**src/rtl/instr_loader_if.sv**
```systemverilog
// rtl/instr_loader_if.sv - byte stream in and instruction-memory write bus out of the loader
interface instr_loader_if #(
  parameter int ADDR_W = 8
);
  logic [7:0]        in_data;
  logic              in_valid;
  logic              in_ready;
  logic              mem_we;
  logic [ADDR_W-1:0] mem_addr;
  logic [31:0]       mem_wdata;

  modport master (
    output in_data, in_valid,
    input  in_ready, mem_we, mem_addr, mem_wdata
  );

  modport slave (
    input  in_data, in_valid,
    output in_ready, mem_we, mem_addr, mem_wdata
  );
endinterface

```
**src/rtl/instr_loader.sv**
```systemverilog
// rtl/instr_loader.sv - serial program loader: length, big-endian words, XOR checksum
module instr_loader #(
  parameter int                ADDR_W    = 8,
  parameter logic [ADDR_W-1:0] BASE_ADDR = '0
) (
  input  logic           clk,
  input  logic           rst_n,
  input  logic           start,
  input  logic           abort,
  instr_loader_if.slave  bus,
  output logic           busy,
  output logic           done,
  output logic           error
);
  typedef enum logic [2:0] {IDLE, LEN, DATA, WR, CHK} state_t;

  state_t            state, state_nxt;
  logic              ready_q, we_q;
  logic [ADDR_W-1:0] maddr_q, addr;
  logic [31:0]       wdata_q, word;
  logic [8:0]        remaining;
  logic [7:0]        chk;
  logic [1:0]        byte_idx;
  logic              xfer, ready_nxt, busy_nxt, we_nxt, done_nxt;

  assign xfer          = bus.in_valid && ready_q;
  assign bus.in_ready  = ready_q;
  assign bus.mem_we    = we_q;
  assign bus.mem_addr  = maddr_q;
  assign bus.mem_wdata = wdata_q;

  always_ff @(posedge clk or negedge rst_n) begin
    if (!rst_n) state <= IDLE;
    else        state <= state_nxt;
  end

  // Output registers are loaded from the next-state decode so they line up with the state.
  always_comb begin
    state_nxt = state;
    case (state)
      IDLE: if (start) state_nxt = LEN;
      LEN:  if (abort) state_nxt = IDLE;
            else if (xfer) state_nxt = DATA;
      DATA: if (abort) state_nxt = IDLE;
            else if (xfer && byte_idx == 2'd3) state_nxt = WR;
      WR:   if (abort) state_nxt = IDLE;
            else state_nxt = (remaining == 9'd1) ? CHK : DATA;
      CHK:  if (abort || xfer) state_nxt = IDLE;
      default: state_nxt = IDLE;
    endcase
    ready_nxt = (state_nxt == LEN) || (state_nxt == DATA) || (state_nxt == CHK);
    busy_nxt  = (state_nxt != IDLE);
    we_nxt    = (state_nxt == WR);
    done_nxt  = (state == CHK) && xfer && !abort;
  end

  always_ff @(posedge clk or negedge rst_n) begin
    if (!rst_n) begin
      ready_q   <= 1'b0;
      we_q      <= 1'b0;
      busy      <= 1'b0;
      done      <= 1'b0;
      error     <= 1'b0;
      maddr_q   <= '0;
      wdata_q   <= '0;
      addr      <= '0;
      word      <= '0;
      remaining <= '0;
      chk       <= '0;
      byte_idx  <= '0;
    end else begin
      ready_q <= ready_nxt;
      we_q    <= we_nxt;
      busy    <= busy_nxt;
      done    <= done_nxt;
      if (state == IDLE) begin
        if (start) error <= 1'b0;
      end else if (abort) begin
        error <= 1'b1;
      end else begin
        case (state)
          LEN: if (xfer) begin
            remaining <= (bus.in_data == 8'd0) ? 9'd256 : {1'b0, bus.in_data};
            addr      <= BASE_ADDR;
            chk       <= bus.in_data;
            byte_idx  <= 2'd0;
          end
          DATA: if (xfer) begin
            word     <= {word[23:0], bus.in_data};
            chk      <= chk ^ bus.in_data;
            byte_idx <= byte_idx + 2'd1;
            if (byte_idx == 2'd3) begin
              maddr_q <= addr;
              wdata_q <= {word[23:0], bus.in_data};
            end
          end
          WR: begin
            addr      <= addr + ADDR_W'(1);
            remaining <= remaining - 9'd1;
          end
          CHK: if (xfer) error <= ((chk ^ bus.in_data) != 8'd0);
          default: ;
        endcase
      end
    end
  end
endmodule

```
**src/flat_wrapper.sv**
```systemverilog
// flat-port wrapper written by rule: the top's interface ports become plain ports
module instr_loader_flat 
#(
  parameter int                ADDR_W    = 8,
  parameter logic [ADDR_W-1:0] BASE_ADDR = '0
)
  (clk, rst_n, start, abort, busy, done, error, bus_in_data, bus_in_valid, bus_in_ready, bus_mem_we, bus_mem_addr, bus_mem_wdata);
  instr_loader_if #(.ADDR_W(ADDR_W)) bus_i ();
  input  logic clk;
  input  logic rst_n;
  input  logic start;
  input  logic abort;
  output logic busy;
  output logic done;
  output logic error;
  input wire logic [$bits(bus_i.in_data)-1:0] bus_in_data;
  input wire logic [$bits(bus_i.in_valid)-1:0] bus_in_valid;
  output wire logic [$bits(bus_i.in_ready)-1:0] bus_in_ready;
  output wire logic [$bits(bus_i.mem_we)-1:0] bus_mem_we;
  output wire logic [$bits(bus_i.mem_addr)-1:0] bus_mem_addr;
  output wire logic [$bits(bus_i.mem_wdata)-1:0] bus_mem_wdata;
  assign bus_i.in_data = bus_in_data;
  assign bus_i.in_valid = bus_in_valid;
  assign bus_in_ready = bus_i.in_ready;
  assign bus_mem_we = bus_i.mem_we;
  assign bus_mem_addr = bus_i.mem_addr;
  assign bus_mem_wdata = bus_i.mem_wdata;
  instr_loader #(.ADDR_W(ADDR_W), .BASE_ADDR(BASE_ADDR)) u_core (.clk(clk), .rst_n(rst_n), .start(start), .abort(abort), .bus(bus_i), .busy(busy), .done(done), .error(error));
endmodule
```
**config.mk**
```make
export PLATFORM = sky130hd
export DESIGN_NAME = instr_loader_flat
export DESIGN_NICKNAME = d
export VERILOG_FILES = /design/src/rtl/instr_loader_if.sv /design/src/rtl/instr_loader.sv /design/src/flat_wrapper.sv
export SDC_FILE = /design/constraint.sdc
export NUM_CORES = 1
export LEC_CHECK = 0
export CAP_MARGIN = 0
export CORE_MARGIN = 10
export CORE_UTILIZATION = 40
export CTS_BUF_LIST = sky130_fd_sc_hd__clkbuf_4 sky130_fd_sc_hd__clkbuf_8 sky130_fd_sc_hd__clkbuf_16
export CTS_CLUSTER_DIAMETER = 50
export DETAILED_ROUTE_END_ITERATION = 8
export MAX_ROUTING_LAYER = met4
export PLACE_DENSITY = 0.65
export SLEW_MARGIN = 20
export SYNTH_ARGS = -nofsm -noshare
export SYNTH_HDL_FRONTEND = slang
export SYNTH_SLANG_ARGS = --single-unit
```
**constraint.sdc**
```tcl
create_clock -name clk -period 3.5 [get_ports clk]
set_input_delay 0.7 -clock clk [delete_from_list [all_inputs] [get_ports clk]]
set_output_delay 0.7 -clock clk [all_outputs]
set_load 0.05 [all_outputs]
```
==> results.json <==
{
  "min_period_ns": 2.56,
  "irDropWorstVdd_uv": 303,
  "synth_top_area_share": 0.569,
  "drtIter0Drc": 177,
  "ys_seq_elements": 99,
  "die_h_um": 124,
  "sw_frac_of_total": 0.329,
  "finalWirelength_um": 8780,
  "cts_tree": "built",
  "die_x_um": 124,
  "synth_area_leaders": "dfrtp_1 (57%), mux2_2 (17%), a21oi_1 (2.5%)",
  "drc_errors": 0,
  "power_frac_seq": 0.537,
  "crit_required_ns": 3.73,
  "syn2layout_area_growth_pct": 20.2,
  "switchingPower_uw": 892,
  "synth_area_mm2": 0.00435,
  "grt.overflow.total": 0,
  "worst_pin_slew_ns": 0.815,
  "postCtsSetupRepairBufs": 0,
  "initial_core_util": 0.405,
  "status": "finished clean",
  "cts_htree_levels": 3,
  "finalClockSkew_ns": 0.0123,
  "worst-path-max-fanout": 16,
  "crit_arrival_ns": 2.79,
  "postRouteAntennaNets": 0,
  "cts_made_buffers": 9,
  "post-route-period-util": 0.732,
  "regToRegSetupSlack_ns": 1.38,
  "num_io_pins": 58,
  "tns_ns": 0,
  "cts.sink_count": 99,
  "utilization": 0.487,
  "synth_top_cell_by_area": "dfrtp_1",
  "power.density_mw_per_mm2": 518,
  "synth-edff-count": 0,
  "cts-resized-gates": 0,
  "portBuffers": 57,
  "ys_types": 49,
  "synthArstFlopShare": 1.00,
  "dpl.hpwl_um": 6130,
  "antenna_found_initial": 0,
  "rsz0062_at_grt": "no",
  "grt_pass1_vias": 2905,
  "cts.reportedPaths.clkPinSlew_ns": 0.09,
  "critPathKind": "in2reg",
  "via_count": 2863,
  "core_mm2": 0.0107,
  "p_int_mw": 1.82,
  "grt_pass1_wl_um": 14900,
  "root_buffer": "clkbuf_8",
  "pwr-share-clk": 0.260,
  "ys_seq_area_frac": 0.569,
  "clk_latency_ns": 0.38,
  "drive_above_1_share": 0.226,
  "rows": 38,
  "grt_max_degree": 65,
  "r2r-end": "u_core.remaining[3]",
  "rr_worst_depth": 4,
  "n_antenna_cell": 0,
  "fmax_mhz": 390,
  "syn_area_per_cell_um2": 12.1,
  "drt_pre_antenna_iters": 4,
  "crit_path_start_kind": "primary input",
  "gp_congestion": 0.793,
  "track_usage": 0.118,
  "layout.nets": 424,
  "setup_viol": 0,
  "hold_violations": 0,
  "die-area_mm2": 0.0155,
  "hp-class": "in2async",
  "wl_per_cell_um": 15.9,
  "end_kind": "flop",
  "regToRegStartpoint": "u_core.state[2]",
  "hold_buffers": 0,
  "p_leak_nw": 2.37,
  "ys_warn_count": 0,
  "drv_cap": 0,
  "synth_ff_type": "dfrtp_1",
  "maxSlewViolCount": 0,
  "synth_cells": 359,
  "relSlewSlack": 0.457,
  "clockBufferDepth": 2,
  "combPwrFrac": 0.202,
  "viasPerCell": 5.19,
  "syn-num-nets": 376
}
power by group through the flow:
stage          logic, mW  registers [mW]  clock network (mW)
6_report           0.549            1.46               0.706
5_1_grt            0.617            1.48               0.776
4_1_cts            0.554            1.45               0.730
3_5_place_dp       0.553            1.48                   0
3_3_place_gp       0.537            1.47                   0
2_1_floorplan      0.373            1.48                   0
through the flow:
| step | cell area, um2 | cells | hold slack, ns | power, mW | worst slack (ns) |
|---|---|---|---|---|---|
| floorplan | 4350 | 359 | 0.404 | 1.85 | 1.25 |
| global placement | 5050 | 536 | 0.485 | 2.00 | 0.657 |
| detailed placement | 5050 | 536 | 0.493 | 2.03 | 0.582 |
| CTS | 5230 | 552 | 0.276 | 2.74 | 0.980 |
| global route | 5230 | 552 | 0.310 | 2.88 | 0.712 |
| finish | 5230 | 552 | 0.281 | 2.71 | 0.938 |
routing by layer:
metal	GRT usage	routed length (um)	part of all wire
met1	0.144	4080	0.46
met2	0.181	4250	0.48
met3	0.0306	321	0.037
met4	0.0473	127	0.014
met5	-	0	0
logic make-up after synthesis:
logic type | share of synthesized area
AO/OA/AOI/OAI | 0.0862
XOR/XNOR | 0.0262
adder cells (fa/ha/maj) | 0.0115
buffers and inverters | 0.0365
flip-flops | 0.569
multiplexers | 0.173
AND/OR/NAND/NOR | 0.0977
registers in the layout (all words and copies together), names as in the netlist, 2 cells and up:
name                  cells
u_core.bus.mem_addr       8
u_core.remaining          9
u_core.chk                8
u_core.byte_idx           2
u_core.word              24
u_core.addr               8
u_core.bus.mem_wdata     32
u_core.state              3
cell usage after synthesis, types with 3 or more instances:
master and number:
buf_2 9, nor4_1 7, inv_1 10, o21ai_0 19, nand3_1 13, xnor2_1 11, o21ai_1 6, clkbuf_1 14
a41oi_1 3, a21oi_1 22, nor3b_1 4, a31oi_1 4, nand4_1 3, nor3_1 5, nand2_1 8, mux2_2 65
nor2_1 16, dfrtp_1 99, ha_1 4
worst max path at each step:
stage | from | depth (start not counted) | end | slack (ns)
global route | abort | 5 | u_core.remaining[8] | 0.71
CTS | abort | 5 | u_core.remaining[3] | 0.98
floorplan | abort | 6 | u_core.addr[6] | 1.25
global placement | abort | 5 | u_core.remaining[8] | 0.66
finish | abort | 5 | u_core.remaining[3] | 0.94
detailed placement | abort | 5 | u_core.remaining[3] | 0.58
cells in the final DEF (no fill, tap or decap), types with 2 or more instances in the layout:
cell	instances
nand3_1	13
mux2_2	65
a41oi_1	3
buf_4	6
or3_1	2
nor4_1	7
nor3b_2	2
clkinv_4	2
and3_1	2
ha_1	4
nor3_1	5
nor2_1	16
a2bb2oi_1	2
nand2_1	8
and3b_1	2
inv_8	2
a31oi_1	4
o21ai_0	19
nor3b_1	3
mux2i_1	2
xnor2_1	11
xor2_1	2
nand3b_1	2
clkbuf_8	9
inv_1	10
o21ai_1	6
clkdlybuf4s50_1	56
dfrtp_1	99
nand4_1	3
a21oi_1	22
critical path, stage by stage:
cell and delay (ns):
clkdlybuf4s50_1 0.60, or3b_1 0.57, or2_0 0.53, o21ai_0 0.29, o21ai_1 0.09
layout make-up:
cell class | instances | area (um2)
timing repair buffer | 63 | 626
clock inverter | 6 | 56.3
fill | 963 | 5510
tap | 140 | 175
clock buffer | 10 | 131
multi-input combinational | 224 | 1730
sequential | 99 | 2480
inverter | 10 | 37.5
(Power assumes the default switching activity.)
